## config.mk

```make
export PLATFORM = sky130hd
export DESIGN_NAME = io1out_pad
export DESIGN_NICKNAME = d
export VERILOG_FILES = /design/src/rtl/io_pad_pkg.sv /design/src/rtl/io_pad_blank_fsm.sv /design/src/rtl/io1out_pad.sv
export SDC_FILE = /design/constraint.sdc
export NUM_CORES = 1
export LEC_CHECK = 0
export ABC_AREA = 1
export CAP_MARGIN = 5
export CORE_MARGIN = 2
export CORE_UTILIZATION = 47
export DETAILED_ROUTE_END_ITERATION = 6
export PLACE_DENSITY = 0.86
export SYNTH_ARGS = -nofsm -noshare
export SYNTH_HDL_FRONTEND = slang
export SYNTH_HIERARCHICAL = 1
export SYNTH_SLANG_ARGS = --single-unit
```

## constraint.sdc

```tcl
create_clock -name clk -period 2.8 [get_ports clk]
set_input_delay 0.7 -clock clk [delete_from_list [all_inputs] [get_ports clk]]
set_output_delay 0.7 -clock clk [all_outputs]
set_load 0.005 [all_outputs]
```

## src/rtl/io_pad_pkg.sv

```systemverilog
// Shared definitions for the 1-bit I/O pad tiles: config word layout and
// the output-blanking state encoding.
package io_pad_pkg;

   localparam int CFG_W     = 8;

   localparam int SEL_LO    = 0;
   localparam int SEL_W     = 2;
   localparam int INV_BIT   = 2;
   localparam int REG_BIT   = 3;
   localparam int DRV_BIT   = 4;
   localparam int SETTLE_LO = 5;
   localparam int SETTLE_W  = 3;

   // Bit of the state code that is set only in DRIVE, so the output enable
   // comes straight off a flop.
   localparam int OE_STATE_BIT = 1;

   typedef enum logic [1:0] {
      OFF   = 2'b00,
      BLANK = 2'b01,
      DRIVE = 2'b10
   } pad_state_t;

endpackage

```

## src/rtl/io_pad_blank_fsm.sv

```systemverilog
// Output-enable blanking controller: every config write forces the pad off,
// and a driving config only re-enables it after the programmed settle count.
module io_pad_blank_fsm
   import io_pad_pkg::*;
(
   input  logic                clk,
   input  logic                rst,
   input  logic                config_en,
   input  logic                drive_en_in,
   input  logic [SETTLE_W-1:0] settle_in,
   output logic                oe
);

   localparam logic [SETTLE_W-1:0] CNT_ZERO = {SETTLE_W{1'b0}};
   localparam logic [SETTLE_W-1:0] CNT_ONE  = {{(SETTLE_W-1){1'b0}}, 1'b1};

   pad_state_t          state;
   pad_state_t          state_nxt;
   logic [SETTLE_W-1:0] cnt;
   logic [SETTLE_W-1:0] cnt_nxt;

   // State and settle counter registers.
   always_ff @(posedge clk) begin
      if (rst) begin
         state <= OFF;
         cnt   <= CNT_ZERO;
      end else begin
         state <= state_nxt;
         cnt   <= cnt_nxt;
      end
   end

   // Next state: any write re-arms blanking; the counter only decrements from nonzero.
   always_comb begin
      state_nxt = state;
      cnt_nxt   = cnt;
      if (config_en) begin
         if (drive_en_in) begin
            state_nxt = BLANK;
            cnt_nxt   = settle_in;
         end else begin
            state_nxt = OFF;
            cnt_nxt   = cnt;
         end
      end else begin
         case (state)
            BLANK: begin
               if (cnt == CNT_ZERO) begin
                  state_nxt = DRIVE;
                  cnt_nxt   = cnt;
               end else begin
                  state_nxt = BLANK;
                  cnt_nxt   = cnt - CNT_ONE;
               end
            end
            DRIVE:   state_nxt = DRIVE;
            OFF:     state_nxt = OFF;
            default: state_nxt = OFF;
         endcase
      end
   end

   // Output enable decoded from a single state flop bit.
   always_comb begin
      oe = state[OE_STATE_BIT];
   end

endmodule

```

## src/rtl/io1out_pad.sv

```systemverilog
// Output-direction 1-bit pad tile: selects one of four fabric tracks, with
// optional inversion and registering, and drives the chip pin and its enable.
module io1out_pad
   import io_pad_pkg::*;
#(
   parameter int CFG_W = 32'd8
) (
   input  logic             clk,
   input  logic             rst,
   input  logic             pin_0,
   input  logic             pin_1,
   input  logic             pin_2,
   input  logic             pin_3,
   input  logic             config_en,
   input  logic [CFG_W-1:0] config_data,
   output logic [CFG_W-1:0] config_out,
   output logic [0:0]       top_pin,
   output logic [0:0]       top_oe
);

   logic [CFG_W-1:0] cfg;
   logic [3:0]       pins;
   logic [SEL_W-1:0] sel;
   logic             invert;
   logic             registered;
   logic             d;
   logic             q;
   logic             raw;
   logic             oe;

   assign pins = {pin_3, pin_2, pin_1, pin_0};

   // Configuration register.
   always_ff @(posedge clk) begin
      if (rst) begin
         cfg <= {CFG_W{1'b0}};
      end else if (config_en) begin
         cfg <= config_data;
      end else begin
         cfg <= cfg;
      end
   end

   // Output data register keeps sampling while blanked so it is never stale when driving starts.
   always_ff @(posedge clk) begin
      if (rst) begin
         q <= 1'b0;
      end else begin
         q <= d;
      end
   end

   // Track select, inversion and registered/bypass choice.
   always_comb begin
      sel        = cfg[SEL_LO +: SEL_W];
      invert     = cfg[INV_BIT];
      registered = cfg[REG_BIT];
      d          = pins[sel] ^ invert;
      if (registered) begin
         raw = q;
      end else begin
         raw = d;
      end
   end

   io_pad_blank_fsm u_blank_fsm (
      .clk         (clk),
      .rst         (rst),
      .config_en   (config_en),
      .drive_en_in (config_data[DRV_BIT]),
      .settle_in   (config_data[SETTLE_LO +: SETTLE_W]),
      .oe          (oe)
   );

   // Pad outputs; the pin is held low whenever it is not driven.
   always_comb begin
      config_out = cfg;
      top_oe[0]  = oe;
      top_pin[0] = raw & oe;
   end

endmodule

```

==> results of run 1 <==
## cells in the final DEF (no fill, tap or decap)
| cell | count |
|---|---|
| nand2_1 | 26 |
| clkdlybuf4s50_1 | 23 |
| dfxtp_1 | 14 |
| inv_1 | 12 |
| nor2_1 | 10 |
| nand3_1 | 7 |
| a21oi_1 | 7 |
| ha_1 | 5 |
| a211oi_2 | 4 |
| inv_2 | 3 |
| nand3_2 | 3 |
| clkbuf_4 | 3 |
| o21ai_0 | 2 |
| nand2_2 | 2 |
| o21a_1 | 1 |
| clkbuf_8 | 1 |
| dlymetal6s2s_1 | 1 |
| buf_4 | 1 |
| nand2_4 | 1 |
| o21ai_2 | 1 |
| nor2_4 | 1 |
| nor2_2 | 1 |
| nand4_1 | 1 |
## final timing paths
| kind | start | to | slack [ns] | cells past startpoint |
|---|---|---|---|---|
| max reg2reg | u_blank_fsm/state[1] | u_blank_fsm/state[1] | 1.58 | 5 |
| min | config_out[4] | config_out[4] | 0.47 | 2 |
| min reg2reg | config_out[4] | config_out[4] | 0.47 | 2 |
| max | pin_1 | top_pin | 0.36 | 9 |
## what timing repair did
item / CTS / global route
setup buffers: 0 / 0
resized for setup: 0 / 3
endpoints found under the setup margin: 0 / 1
hold buffers: 0 / 0
## layer usage
layer	up-vias	GRT usage, %	routed length (microns)
li1	385	-	-
met1	339	21.8	686
met2	25	33.6	891
met3	4	2.45	92
met4	0	7.27	13
met5	-	0	0
## kinds of logic after synthesis
group                    share of synthesized area, %
buffers and inverters                            10.7
AND/OR/NAND/NOR                                  30.7
AO/OA/AOI/OAI                                    14.4
flip-flops                                       36.2
adder cells (fa/ha/maj)                          8.08
## worst max-delay path, delay by kind of cell
kind | cells | cell delay [ns]
buffers and inverters | 3 | 0.63
AND/OR/NAND/NOR | 6 | 0.41
## sequential cells by signal, summed over array words and instances (netlist names)
signal / flops
q: 1
u_blank_fsm/state: 2
config_out: 8
u_blank_fsm/cnt: 3
## layout make-up
cell class	instances	area share, %
inverter	15	5.29
timing repair buffer	25	23.5
multi-input combinational	72	39.6
clock buffer	4	3.41
tap	16	1.88
sequential	14	26.3
## report_power, final
group | switching (mW) | internal (mW)
clock | 0.0676 | 0.0791
sequential | 0.00720 | 0.212
combinational | 0.0528 | 0.0541
total | 0.128 | 0.345
## cells in the mapped netlist, drive strengths merged
cell type / instances
nand4: 1
a211oi: 4
clkbuf: 1
a21oi: 7
buf: 2
o21a: 1
inv: 15
nand3: 10
o21ai: 3
nor2: 12
ha: 5
dfxtp: 14
nand2: 29
## metrics by stage
stage	setup WS [ns]	area (sq um)
after global placement	0.0547	1020
final	0.359	1060
after CTS	0.0175	1050
after floorplan	0.999	774
after global routing	0.242	1060
after detailed placement	0.0253	1020
==> metrics.txt, run 1 <==
status finished clean; Worst path max stage delay 0.46 ns; Max Fanout on Critical Path 2; setup TNS 0 ns; final worst clock skew 0.00424 ns; crit path capture type output pin; max_slew headroom 63.2%; H-tree levels 1; slowest stage cell, crit path clkdlybuf4s50_1; Peak VDD IR 289 uV; max cap viols 0; worst-margin pin slew 0.551 ns; drt wl/cell 11.5 microns; kind of critical path in -> out; critical path arrival 1.74 ns; Reg area 280 sq um; syn nets 124; CP Cell Sequence clkdlybuf4s50_1 > nand2_1 > nand3_2 > nand2_1 > nand2_1 > nand3_1 > nand2_1 > inv_1 > dlymetal6s2s_1; diode count 0; synthesized area 774 sq um; vias in the first global route 698; Clock Latency Late Sink 0.28 ns; full die area 1990 sq um; I/O pin cnt 25; Port Buffer Count 24; syn_area_per_cell 7.45 sq um; placed insts 142; Final setup viols 0; clock-pin slew of the registers on the worst-case setup and hold paths 0.08 ns; CTS Buf Count 3; first-pass GRT wire length 2.73 mm; FMAX 410 MHz; area of the multi-input gates 422 sq um; # fillers 129; Layout area overhead 37.5%; CP required 2.10 ns; Residual DRC 0; PwrDens 444 nW/um^2; leading area contributor after synthesis dfxtp_1; CTS tree done; clock root cell clkbuf_4; crit-path most repeated cell nand2_1; Die W 44.6 microns; antenna violations before repair 0; Final period util 87.2%; Synth top area share 36.2%; RSZ-0062 raised after global routing no; Std-Cell Rows 14; CTS sink count 14; Initial Util 50.8%; CTS max path bufs 2; pins over their slew limit 0; fin crit period 2.44 ns; largest net degree at the start of global routing 13; Overflow after GRT 0; layout cells sized above 1 16.2%; synth warn 6; leakage 0.483 nW; via count 753; sequential area share after synthesis 36.2%; Mapped Cells 104; Core Area 1520 sq um; Initial DRC Count 11; final wirelength 1.68 mm; Final ANT Viol Nets 0; Util after Layout 69.9%; Synth cell types 20; post-DR vias/cell 5.16; DP HPWL 1.30 mm; GRT Util Overall 18.6%; # nets final 151; worst hold slack 0.466 ns; Non-Filler Instances 146; final number of hold-violating endpoints 0; Hold Path Class reg -> reg; Area contributors post-synth dfxtp_1, nand2_1, ha_1; Die Height 44.6 microns; Pre-antenna DRT Iters 4; number of synthesized register bits 14; Pwr Total 473 uW; CP Launch Type primary input; GPL Wtd Cong 0.722
Note: power is estimated with default switching activity, not from simulation.
==> inputs of run 2 (changes only) <==
--- a/config.mk
+++ b/config.mk
@@ -5,12 +5,12 @@
 export SDC_FILE = /design/constraint.sdc
 export NUM_CORES = 1
 export LEC_CHECK = 0
-export ABC_AREA = 1
 export CAP_MARGIN = 5
 export CORE_MARGIN = 2
-export CORE_UTILIZATION = 47
+export CORE_UTILIZATION = 45
 export DETAILED_ROUTE_END_ITERATION = 6
-export PLACE_DENSITY = 0.86
+export PLACE_DENSITY = 0.89
+export SKIP_CTS_REPAIR_TIMING = 1
 export SYNTH_ARGS = -nofsm -noshare
 export SYNTH_HDL_FRONTEND = slang
 export SYNTH_HIERARCHICAL = 1
==> metrics.txt, run 2 <==
first-pass GRT wire length 2.21 mm (-19%); Primary FF master, synth dfxtp_1; I/O pin cnt 25 (unchanged); Die W 43.0 microns (-3.7%); layout cells sized above 1 10.3% (-5.8 points); synth warn 6 (unchanged); area of the multi-input gates 368 sq um (-13%); Non-Filler Instances 113 (-23%); Clock Latency Late Sink 0.27 ns (about the same); full die area 1850 sq um (-7.2%); Overflow after GRT 0 (unchanged); # nets final 119 (-21%); leading area contributor after synthesis dfxtp_1; RSZ-0062 raised after global routing no; Std-Cell Rows 14 (unchanged); Hold Path Class reg -> reg; Worst Hold Path Cells 2 (unchanged); kind of critical path in -> out; max_slew headroom 63.9% (+0.76 points); final wirelength 1.34 mm (-20%); final worst clock skew 0.00219 ns (-0.00205 ns); Initial DRC Count 5 (-6); CTS max path bufs 2 (unchanged); Pre-antenna DRT Iters 4 (unchanged); Mapped Cells 71 (-32%); crit path capture type output pin; CTS sink count 14 (unchanged); max cap viols 0 (unchanged); drt wl/cell 11.9 microns (+3.0%); Final ANT Viol Nets 0 (unchanged); syn_area_per_cell 9.62 sq um (+29%); syn nets 91 (-27%); via count 585 (-22%); critical path arrival 2.01 ns (+0.27 ns); largest net degree at the start of global routing 16 (+3); max FFs per register 8 (unchanged); Worst Hold Path EP config_out[6]; Layout area overhead 41.6%; Post-synth EDFFs 0 (unchanged); GRT Util Overall 16.1% (-2.4 points); Pwr Total 418 uW (-12%); leakage 0.408 nW (-15%); Util after Layout 65.7% (-4.1 points); minimum setup slack among reg-to-reg paths 1.31 ns (-0.27 ns); pins over their slew limit 0 (unchanged); CTS Buf Count 3 (unchanged); Reg2Reg Depth 6 (+1); clock root cell clkbuf_4; final number of hold-violating endpoints 0 (unchanged); min-delay src config_out[6]; Synth top area share 41.0% (+4.8 points); status finished clean; synthesized area 683 sq um (-12%); fin crit period 2.71 ns (+0.265 ns); Port Buffer Count 24 (unchanged); number of synthesized register bits 14 (unchanged); # fillers 138 (+7.0%); Peak VDD IR 255 uV (-12%); Worst R2R End u_blank_fsm/cnt[0]; worst-margin pin slew 0.540 ns (-0.0113 ns); worst hold slack 0.502 ns (+0.0358 ns); CP Launch Type primary input; Core Area 1470 sq um (-3.4%); PwrDens 432 nW/um^2 (-2.6%); Die Height 43.0 microns (-3.7%); fraction of registers with async set or reset after synthesis 0% (unchanged); most common cell after layout, fill and taps aside clkdlybuf4s50_1; Final setup viols 0 (unchanged); post-DR vias/cell 5.18 (+0.38%); clock-pin slew of the registers on the worst-case setup and hold paths 0.08 ns (about the same); count leader, synth dfxtp_1; DP HPWL 957 microns (-26%); setup TNS 0 ns (unchanged); Area contributors post-synth dfxtp_1, mux2i_1, ha_1; CTS tree done; RR Startpoint u_blank_fsm/cnt[0]; sequential area share after synthesis 41.0% (+4.8 points); GPL Wtd Cong 0.661 (-8.4%); Max Fanout on Critical Path 2 (unchanged); most frequent cells in the layout clkdlybuf4s50_1, dfxtp_1, nor2_1; FMAX 370 MHz (-9.8%); Residual DRC 0 (unchanged); CP required 2.10 ns (about the same); diode count 0 (unchanged); placed insts 110 (-23%); Initial Util 46.4% (-4.4 points); antenna violations before repair 0 (unchanged); vias in the first global route 528 (-24%); Reg area 280 sq um (unchanged); Synth cell types 25 (+25%); Post-synth top cells dfxtp_1, nor2_1, mux2i_1; Final period util 96.6% (+9.4 points); H-tree levels 1 (unchanged)
-- run 2: cell count changes after synthesis, moves of 3 or more --
cell,change
nand3_1,-8
nor2_1,+3
a211oi_2,-4
inv_2,-3
mux2i_1,+9
nand2_1,-24
inv_1,-7
-- run 2: area by class of cell --
class                           instances  share of cell area (%)
Tap cell                               16                    2.07
Multi-Input combinational cell         49                    38.0
Timing Repair Buffer                   26                    26.6
Clock buffer                            3                    2.33
Inverter                                5                    1.94
Sequential cell                        14                    29.0
-- run 2: power by group --
group / leakage (nW) / internal (mW) / switching [mW]
registers: 0.115 / 0.211 / 0.00800
logic: 0.279 / 0.0535 / 0.0367
clock network: 0.0138 / 0.0497 / 0.0588
-- run 2: metal layers --
layer	track usage (%)	vias to the layer above	wire length, microns
li1	-	295	-
met1	19.9	268	623
met2	26.1	20	627
met3	2.98	2	74
met4	9.09	0	17
met5	0	-	0
-- run 2: how the worst max path moves through the flow --
stage | startpoint | endpoint | slack (ns) | cells past startpoint
floorplan | pin_3 | top_pin | 0.63 | 3
global placement | pin_2 | top_pin | -0.29 | 5
detailed placement | pin_3 | top_pin | -0.28 | 5
CTS | pin_3 | top_pin | -0.29 | 5
global route | pin_2 | top_pin | 0.005 | 5
finish | pin_2 | top_pin | 0.09 | 5
-- run 2: worst max-delay path, stage by stage --
cell and delay [ns]:
clkdlybuf4s50_1 0.41, mux4_2 0.47, xnor2_1 0.19, a21oi_1 0.09
dlymetal6s2s_1 0.15
-- run 2: cells by family after synthesis --
kind of cell	Yosys count	synth area share, %
multiplexers	10	16.5
AND/OR/NAND/NOR	22	15.8
flip-flops	14	41.0
XOR/XNOR	1	1.28
adder cells (fa/ha/maj)	5	9.16
AO/OA/AOI/OAI	11	11.2
buffers and inverters	8	5.13
-- run 2: metrics by stage --
stage / setup WS [ns] / area, sq um
after CTS: -0.288 / 965
after floorplan: 0.631 / 683
final: 0.0947 / 967
after global routing: 0.00465 / 967
after detailed placement: -0.283 / 942
after global placement: -0.286 / 942
